<file path="src/rtl/sym_err_counter_pkg.sv">
// Shared types and defaults for the windowed symbol/bit error counter.
// Counter width follows the LFSR length so one period always fits.
package sym_err_counter_pkg;

  localparam int          LFSR_LEN       = 16;
  localparam int          DEF_CNT_W      = LFSR_LEN;
  localparam int unsigned DEF_ERR_THRESH = 32;

  typedef enum logic [1:0] {
    SEC_IDLE    = 2'd0,
    SEC_ARMED   = 2'd1,
    SEC_MEASURE = 2'd2
  } state_t;

  function automatic logic [1:0] popcount2(input logic [1:0] v);
    return {1'b0, v[1]} + {1'b0, v[0]};
  endfunction

endpackage

</file>
<file path="src/rtl/sym_err_counter_if.sv">
// Symbol stream in, per-window error totals out; no back-pressure, results
// are simply overwritten at the next window boundary.
interface sym_err_counter_if #(
  parameter int CNT_W = 16
);
  logic             sym_clk_en;
  logic             enable;
  logic             cycle_periodic;
  logic [1:0]       rx_data;
  logic [1:0]       ref_data;
  logic [CNT_W-1:0] sym_cnt;
  logic [CNT_W-1:0] sym_err_cnt;
  logic [CNT_W:0]   bit_err_cnt;
  logic             result_valid;
  logic             sync_lost;
  logic [1:0]       state;

  modport master (
    output sym_clk_en, enable, cycle_periodic, rx_data, ref_data,
    input  sym_cnt, sym_err_cnt, bit_err_cnt, result_valid, sync_lost, state
  );

  modport slave (
    input  sym_clk_en, enable, cycle_periodic, rx_data, ref_data,
    output sym_cnt, sym_err_cnt, bit_err_cnt, result_valid, sync_lost, state
  );
endinterface

</file>
<file path="src/rtl/sym_err_counter_sat_acc.sv">
// Saturating accumulator: sync clear, reload-with-increment, or add; holds at all-ones.
// One-cycle update, no back-pressure.
module sym_err_counter_sat_acc #(
  parameter int W     = 16,
  parameter int INC_W = 2
) (
  input  logic             clk,
  input  logic             reset,
  input  logic             clr,
  input  logic             load,
  input  logic             add,
  input  logic [INC_W-1:0] inc,
  output logic [W-1:0]     acc
);

  logic [W-1:0] base;
  logic [W:0]   sum;

  // Load starts a fresh window from the current increment rather than from zero.
  always_comb begin
    base = load ? '0 : acc;
    sum  = {1'b0, base} + (W+1)'(inc);
  end

  always_ff @(posedge clk or negedge reset) begin
    if (!reset) begin
      acc <= '0;
    end else if (clr) begin
      acc <= '0;
    end else if (load || add) begin
      acc <= sum[W] ? '1 : sum[W-1:0];
    end
  end

endmodule

</file>
<file path="src/rtl/sym_err_counter.sv">
// Compares sliced rx symbols to the tx reference and publishes error totals per LFSR period.
// Results one cycle after the closing boundary; no back-pressure, outputs overwritten each window.
module sym_err_counter
  import sym_err_counter_pkg::*;
#(
  parameter int          CNT_W      = DEF_CNT_W,
  parameter int unsigned ERR_THRESH = DEF_ERR_THRESH
) (
  input  logic           sys_clk,
  input  logic           reset,
  sym_err_counter_if.slave bus
);

  state_t           st;
  logic [CNT_W-1:0] sym_acc;
  logic [CNT_W-1:0] err_acc;
  logic [CNT_W:0]   bit_acc;
  logic [CNT_W-1:0] sym_q;
  logic [CNT_W-1:0] err_q;
  logic [CNT_W:0]   bit_q;
  logic             valid_q;
  logic             lost_q;

  logic [1:0] diff;
  logic [1:0] sym_inc;
  logic [1:0] err_inc;
  logic [1:0] bit_inc;
  logic       acc_clr;
  logic       acc_load;
  logic       acc_add;

  // A boundary (opening or closing) reloads; a symbol on that same cycle starts the new window.
  always_comb begin
    diff     = bus.rx_data ^ bus.ref_data;
    sym_inc  = bus.sym_clk_en ? 2'd1 : 2'd0;
    err_inc  = (bus.sym_clk_en && diff != 2'b00) ? 2'd1 : 2'd0;
    bit_inc  = bus.sym_clk_en ? popcount2(diff) : 2'd0;
    acc_clr  = !bus.enable;
    acc_load = bus.enable && bus.cycle_periodic &&
               (st == SEC_ARMED || st == SEC_MEASURE);
    acc_add  = bus.enable && bus.sym_clk_en && (st == SEC_MEASURE);
  end

  sym_err_counter_sat_acc #(.W(CNT_W), .INC_W(2)) u_sym_acc (
    .clk(sys_clk), .reset(reset), .clr(acc_clr), .load(acc_load),
    .add(acc_add), .inc(sym_inc), .acc(sym_acc)
  );

  sym_err_counter_sat_acc #(.W(CNT_W), .INC_W(2)) u_err_acc (
    .clk(sys_clk), .reset(reset), .clr(acc_clr), .load(acc_load),
    .add(acc_add), .inc(err_inc), .acc(err_acc)
  );

  sym_err_counter_sat_acc #(.W(CNT_W + 1), .INC_W(2)) u_bit_acc (
    .clk(sys_clk), .reset(reset), .clr(acc_clr), .load(acc_load),
    .add(acc_add), .inc(bit_inc), .acc(bit_acc)
  );

  always_ff @(posedge sys_clk or negedge reset) begin
    if (!reset) begin
      st      <= SEC_IDLE;
      sym_q   <= '0;
      err_q   <= '0;
      bit_q   <= '0;
      valid_q <= 1'b0;
      lost_q  <= 1'b0;
    end else begin
      valid_q <= 1'b0;
      if (!bus.enable) begin
        st <= SEC_IDLE;
      end else begin
        case (st)
          SEC_IDLE:  st <= SEC_ARMED;
          SEC_ARMED: if (bus.cycle_periodic) st <= SEC_MEASURE;
          SEC_MEASURE: begin
            if (bus.cycle_periodic) begin
              sym_q   <= sym_acc;
              err_q   <= err_acc;
              bit_q   <= bit_acc;
              valid_q <= 1'b1;
              lost_q  <= 32'(err_acc) > ERR_THRESH;
            end
          end
          default:   st <= SEC_IDLE;
        endcase
      end
    end
  end

  assign bus.sym_cnt      = sym_q;
  assign bus.sym_err_cnt  = err_q;
  assign bus.bit_err_cnt  = bit_q;
  assign bus.result_valid = valid_q;
  assign bus.sync_lost    = lost_q;
  assign bus.state        = st;

endmodule

</file>
<file path="src/flat_wrapper.sv">
// flat-port wrapper written by rule: the top's interface ports become plain ports
module sym_err_counter_flat import sym_err_counter_pkg::*;
#(
  parameter int          CNT_W      = DEF_CNT_W,
  parameter int unsigned ERR_THRESH = DEF_ERR_THRESH
)
  (sys_clk, reset, bus_sym_clk_en, bus_enable, bus_cycle_periodic, bus_rx_data, bus_ref_data, bus_sym_cnt, bus_sym_err_cnt, bus_bit_err_cnt, bus_result_valid, bus_sync_lost, bus_state);
  sym_err_counter_if #(.CNT_W(CNT_W)) bus_i ();
  input  logic sys_clk;
  input  logic reset;
  input wire logic [$bits(bus_i.sym_clk_en)-1:0] bus_sym_clk_en;
  input wire logic [$bits(bus_i.enable)-1:0] bus_enable;
  input wire logic [$bits(bus_i.cycle_periodic)-1:0] bus_cycle_periodic;
  input wire logic [$bits(bus_i.rx_data)-1:0] bus_rx_data;
  input wire logic [$bits(bus_i.ref_data)-1:0] bus_ref_data;
  output wire logic [$bits(bus_i.sym_cnt)-1:0] bus_sym_cnt;
  output wire logic [$bits(bus_i.sym_err_cnt)-1:0] bus_sym_err_cnt;
  output wire logic [$bits(bus_i.bit_err_cnt)-1:0] bus_bit_err_cnt;
  output wire logic [$bits(bus_i.result_valid)-1:0] bus_result_valid;
  output wire logic [$bits(bus_i.sync_lost)-1:0] bus_sync_lost;
  output wire logic [$bits(bus_i.state)-1:0] bus_state;
  assign bus_i.sym_clk_en = bus_sym_clk_en;
  assign bus_i.enable = bus_enable;
  assign bus_i.cycle_periodic = bus_cycle_periodic;
  assign bus_i.rx_data = bus_rx_data;
  assign bus_i.ref_data = bus_ref_data;
  assign bus_sym_cnt = bus_i.sym_cnt;
  assign bus_sym_err_cnt = bus_i.sym_err_cnt;
  assign bus_bit_err_cnt = bus_i.bit_err_cnt;
  assign bus_result_valid = bus_i.result_valid;
  assign bus_sync_lost = bus_i.sync_lost;
  assign bus_state = bus_i.state;
  sym_err_counter #(.CNT_W(CNT_W), .ERR_THRESH(ERR_THRESH)) u_core (.sys_clk(sys_clk), .reset(reset), .bus(bus_i));
endmodule
</file>
<file path="config.mk">
export PLATFORM = sky130hd
export DESIGN_NAME = sym_err_counter_flat
export DESIGN_NICKNAME = d
export VERILOG_FILES = /design/src/rtl/sym_err_counter_pkg.sv /design/src/rtl/sym_err_counter_if.sv /design/src/rtl/sym_err_counter_sat_acc.sv /design/src/rtl/sym_err_counter.sv /design/src/flat_wrapper.sv
export SDC_FILE = /design/constraint.sdc
export NUM_CORES = 1
export LEC_CHECK = 0
export ABC_AREA = 0
export BUFFER_PORTS_ARGS = -buffer_cell sky130_fd_sc_hd__buf_2
export CORE_MARGIN = 10
export CORE_UTILIZATION = 30
export CTS_BUF_LIST = sky130_fd_sc_hd__clkbuf_8
export DETAILED_ROUTE_END_ITERATION = 12
export HOLD_SLACK_MARGIN = 0.03
export SYNTH_ARGS = -nofsm -noshare
export SYNTH_HDL_FRONTEND = slang
export SYNTH_HIERARCHICAL = 1
export SYNTH_SLANG_ARGS = --single-unit
</file>
<file path="constraint.sdc">
create_clock -name sys_clk -period 9.85 [get_ports sys_clk]
set_input_delay 1.97 -clock sys_clk [delete_from_list [all_inputs] [get_ports sys_clk]]
set_output_delay 1.97 -clock sys_clk [all_outputs]
set_load 0.005 [all_outputs]
</file>
== Yosys cells after proc, flatten, opt, wreduce, memory -nomap -nowiden ==
Cells that the tools add are included.

* Logic and storage cells: 52
* Input port bits: 9
* Bits in registers: 102
* Output and inout port bits: 53

* Equal/unequal tests: 5
* Reduce and logical (&&, ||, !) cells: 11
* $lt $le $gt $ge: 1
* $add $sub $neg: 4
* Bitwise gates (word level): 1
* Mux-type cells: 21

{| class="wikitable"
|+ Operators by type and width
! kind !! number
|-
| 2-to-1 mux 16 bit || 8
|-
| 2-to-1 mux 17 bit || 4
|-
| adder 16 x 2 -> 17 bit || 2
|-
| adder 17 x 2 -> 18 bit || 1
|-
| greater-than comparator 16 x 6 -> 1 bit, second input constant || 1
|-
| 2-to-1 mux 2 bit || 3
|-
| case mux 2 bit (3 select lines) || 1
|-
| logical AND 1 bit || 5
|-
| 2-to-1 mux 1 bit || 5
|-
| != test 3 bit, second input constant || 1
|-
| AND reduction 3 bit || 1
|-
| adder 1 x 1 -> 2 bit || 1
|-
| == test 2 x 1 -> 1 bit, second input constant || 1
|-
| == test 2 bit, second input constant || 1
|-
| logical NOT 2 bit || 1
|-
| logical OR 1 bit || 2
|-
| != test 2 x 1 -> 1 bit, second input constant || 1
|-
| != test 2 bit, second input constant || 1
|-
| AND reduction 2 bit || 1
|-
| nonzero test 2 bit || 1
|-
| bitwise XOR 2 bit || 1
|}

== Longest topological paths before layout ==
* Word-level depth: 8
* Gate-level depth with buffers: 14
* Depth with buffers taken out: 11

== Modules after synthesis ==
Netlist, hierarchy kept.

{| class="wikitable"
|+ By module, submodules not included
! module !! area an instance (µm²) !! cells each !! instances
|-
| sym_err_counter_sat_acc at u_core.u_err_acc ... || 1151.1 || 127 || 2
|-
| sym_err_counter || 2175.8 || 245 || 1
|-
| sym_err_counter_sat_acc at u_core.u_bit_acc || 1312.5 || 140 || 1
|}

== Worst setup path before layout ==
Ideal clock, no wire load.

* Path kind: input -> register
* From: input bus_cycle_periodic
* To: register u_core.u_bit_acc.acc[10]
* Cell stages on the path: 12
* Arrival: 4.354 ns
* Setup slack: 5.385 ns
* Path buffers: 3
* Path through: and3_1 > buf_4 > clkbuf_1 > nor2b_1 > ha_1 > inv_1 > fa_1 > and4b_1 > and2_4 > buf_6 > a31o_2 > a2111oi_2

* Word-level cells in the longest chain between the ends: 7
* Elaborated cells between the ends (all ways): 9

{| class="wikitable"
|+ Ends and longest elaborated chain
! what !! line !! RTL
|-
| start, declared || flat_wrapper.sv:13 || <nowiki>input wire logic [$bits(bus_i.cycle_periodic)-1:0] bus_cycle_periodic;</nowiki>
|-
| logical AND 1 bit (*) (2 in a row) || sym_err_counter.sv:39 || <nowiki>acc_load = bus.enable && bus.cycle_periodic &&</nowiki>
|-
| 2-to-1 mux 17 bit || sym_err_counter_sat_acc.sv:21 || <nowiki>base = load ? '0 : acc;</nowiki>
|-
| adder 17 x 2 -> 18 bit || sym_err_counter_sat_acc.sv:22 || <nowiki>sum = {1'b0, base} + (W+1)'(inc);</nowiki>
|-
| 2-to-1 mux 17 bit || sym_err_counter_sat_acc.sv:31 || <nowiki>acc <= sum[W] ? '1 : sum[W-1:0];</nowiki>
|-
| 2-to-1 mux 17 bit || sym_err_counter_sat_acc.sv:30 || <nowiki>end else if (load || add) begin</nowiki>
|-
| 2-to-1 mux 17 bit || sym_err_counter_sat_acc.sv:28 || <nowiki>end else if (clr) begin</nowiki>
|-
| end signal, assigned || sym_err_counter_sat_acc.sv:31 ||
|-
| end, declared || sym_err_counter_sat_acc.sv:13 || <nowiki>output logic [W-1:0] acc</nowiki>
|}

Mark *: on every way between the ends. The rest lies on a longest branch, timed or not. The select of a mux whose other input is x is not followed.
A chain may end at the register's enable or synchronous reset.

== Worst setup path after layout ==
* From: input bus_enable
* To: register u_core.u_bit_acc.acc[14]

* Word-level cells in the longest chain between the ends: 7
* Elaborated cells between the ends (all ways): 11

{| class="wikitable"
|+ Ends and longest elaborated chain
! what !! line !! RTL
|-
| start, declared || flat_wrapper.sv:12 || <nowiki>input wire logic [$bits(bus_i.enable)-1:0] bus_enable;</nowiki>
|-
| logical AND 1 bit (*) (2 in a row) || sym_err_counter.sv:39 ||
|-
| via u_core.acc_load || sym_err_counter.sv:29 || <nowiki>logic acc_load;</nowiki>
|-
| 2-to-1 mux 17 bit || sym_err_counter_sat_acc.sv:21 ||
|-
| adder 17 x 2 -> 18 bit || sym_err_counter_sat_acc.sv:22 ||
|-
| 2-to-1 mux 17 bit || sym_err_counter_sat_acc.sv:31 ||
|-
| 2-to-1 mux 17 bit || sym_err_counter_sat_acc.sv:30 ||
|-
| 2-to-1 mux 17 bit || sym_err_counter_sat_acc.sv:28 ||
|}

Mark *: on every way through the listed nets, which the timed path passes. The rest lies on a longest branch. The select of a mux whose other input is x is not followed.

==> impl_metrics.toml <==
[floorplan]
pin_count = 62
initial_core_util_pct = 30.75
dieArea_um2 = 25260
rows = 50
die_h_um = 158.9
die_x_um = 158.9
fp.coreArea_um2 = 18830

[drt]
dr.pass1.iters = 5
avgViaCountPerCell = 5.143
wl_per_cell_um = 16.10
vias = 4891
drt_iter0_drc = 467
wirelength_um = 15310
ant_nets = 0
drcViolationCount = 0

[clocking]
ctsResizeCount = 0
insertion_delay_ns = 0.40
cts_setup_buffers = 0
h-tree-depth = 3
cts_sinks = 102
clock_path_buffers = 2
cts_buffers = 9
path_clk_slew_ns = 0.12
holdBufCountCts = 0
clockRootBuffer = "clkbuf_8"
cts_tree = "done"

[flow_run]
max_cap_violations = 0

[placement]
port_buffers = 61
gp_congestion = 0.8729
place_hpwl_um = 10230
place_area_um2 = 6316
dpl.cell_count = 935

[run_status]
outcome = "complete, no violations"

[final_layout]
areaGrowthSynthToFinish_pct = 12.29
final_cells = 951
design_area_um2 = 6502
finalNetCount = 710
num-fill-cells = 1966
layout_commonest_cell = "nand2_1"
drive_gt1_share_pct = 19.39
antennaDiodeCount = 0
mostFrequentLayoutCells = "nand2_1, dfrtp_1, buf_2"

[critical_path]
end_kind = "flop"
cp_max_fo = 51
crit_path_end = "u_core/u_bit_acc/acc[14]$_DFFE_PN0P_"
path_cells = "buf_2 > and3_1 > buf_4 > inv_1 > nand2_1 > inv_1 > ha_1 > a21oi_1 > nor4b_4 > nand2_4 > a2111oi_2"
cp-start-kind = "input port"
r2r_start = "u_core/bus.state[0]$_DFFE_PN0P_"
r2r.worst_path.cells = 12
critical_path_class = "input port to flop"
max_stage_delay_ns = 0.74
timing.rr.end = "u_core/u_bit_acc/acc[14]$_DFFE_PN0P_"
startpoint = "bus_enable"
reg2reg_slack_ns = 5.99
cp.required_ns = 10.15
critPathArrivalTime_ns = 5.02
cpMaxStageDelayCell = "nor4b_4"
cpMostUsedCell = "inv_1"

[timing]
slew_violations = 0
min_period_ns = 4.723
setup_tns_ns = 0
fmax_mhz = 211.7
max_slew_margin_pct = 47.61
finalCritPeriodShare_pct = 47.95
rsz0062_at_grt = "false"
setup_viol = 0
worst_pin_slew_ns = 0.7859
final_hold_viol_count = 0
fin_skew_ns = 0.01594

[grt]
grt_max_degree = 62
grt_pass1_vias = 4779
grt_pass1_wl_um = 25660
track_usage_pct = 12.10
gr-total-overflow = 0
antenna_found_initial = 0

[power_and_ir_drop]
power.total_w = 0.0009292
p_per_area_nw_per_um2 = 142.9
power.leakage_nw = 3.217
ir_drop_v = 0.00008132

[synthesis]
avgSynthCellArea_um2 = 9.062
yosys_warnings = 6
syn_area_um2 = 5791
synthCells = 639
async_reset_ff_share_pct = 100.0
synth_cell_type_count = 71
synth_seq_area_share_pct = 44.08
synth_top_flop_cell = "dfrtp_1"
ys_seq_elements = 102
synth_edf_count = 0

[min_path]
min_from = "u_core/bus.sym_cnt[10]$_DFFE_PN0P_"
hold_class = "flop to flop"
## where the power goes
part	internal, W	switching (W)	total, W
clock network	0.0000984	0.000171	0.000269
logic	0.0000742	0.000131	0.000205
registers	0.000439	0.0000156	0.000455
## layout make-up
cell class                 count  area [µm²]  share of cell area, %
tap                          260       325.3                  5.003
clock inverter                 7       62.56                 0.9621
sequential                   102        2552                  39.25
timing repair buffer          67       352.8                  5.426
clock buffer                   9       123.9                  1.905
inverter                      20       75.07                  1.155
multi-input combinational    486        3010                  46.30
## per-layer routing
layer	track usage [%]	vias up	share of wire, %
met4	2.991	0	0.94
met5	0	-	0
met1	16.50	2380	49
li1	-	2378	-
met3	3.098	11	4.5
met2	18.66	122	46
## worst max-delay path: cells and delay by family
kind                     cells  cell delay, ns
AND/OR/NAND/NOR              4            1.32
buffers and inverters        4            0.92
AO/OA/AOI/OAI                2            0.49
adder cells (fa/ha/maj)      1            0.29
## registers in the layout, summed over array words and instances (netlist names)
register                 flops
u_core/bus.bit_err_cnt      17
u_core/bus.result_valid      1
u_core/bus.state             2
u_core/bus.sym_cnt          16
u_core/bus.sym_err_cnt      16
u_core/bus.sync_lost         1
u_core/u_bit_acc/acc        17
u_core/u_err_acc/acc        16
u_core/u_sym_acc/acc        16
## Yosys cell counts, drive strengths merged (11+ instances only)
| cell | count | area share [%] |
|---|---|---|
| a211oi | 20 | 2.6 |
| inv | 19 | 1.2 |
| a31oi | 13 | 1.4 |
| nand3 | 15 | 1.6 |
| clkbuf | 14 | 0.91 |
| nor3 | 22 | 2.2 |
| nor2 | 38 | 2.5 |
| nand2 | 174 | 11 |
| nand4 | 11 | 1.2 |
| dfrtp | 102 | 44 |
| buf | 20 | 2.0 |
| a21oi | 12 | 1.2 |
| and4 | 15 | 2.4 |
| ha | 12 | 2.6 |
## kinds of logic (layout without fill, tap and decap cells)
logic type	Yosys count	in the layout	share of synthesized area, %
AO/OA/AOI/OAI	109	109	15.17
buffers and inverters	54	103	4.213
AND/OR/NAND/NOR	354	354	32.24
XOR/XNOR	4	4	0.6051
flip-flops	102	102	44.08
other	1	4	0.06476
adder cells (fa/ha/maj)	15	15	3.630
## worst min-delay path by stage
stage,to,slack (ns),depth (start not counted)
floorplan,u_core/bus.bit_err_cnt[8]$_DFFE_PN0P_,0.43,2
global placement,u_core/bus.sym_cnt[0]$_DFFE_PN0P_,0.45,2
detailed placement,u_core/bus.sym_cnt[7]$_DFFE_PN0P_,0.46,2
CTS,u_core/bus.sym_cnt[7]$_DFFE_PN0P_,0.48,2
global route,u_core/bus.sym_cnt[15]$_DFFE_PN0P_,0.50,2
finish,u_core/bus.sym_cnt[10]$_DFFE_PN0P_,0.48,2
## through the flow
step / utilization, % / hold WS (ns) / setup slack (ns)
after floorplan: - / 0.4333 / 5.385
after detailed placement: 33.54 / 0.4585 / 4.651
after global placement: 33.54 / 0.4548 / 4.805
after global routing: 34.53 / 0.5020 / 4.892
after CTS: 34.53 / 0.4846 / 5.123
final: 34.53 / 0.4764 / 5.127
(Power assumes the default switching activity.)
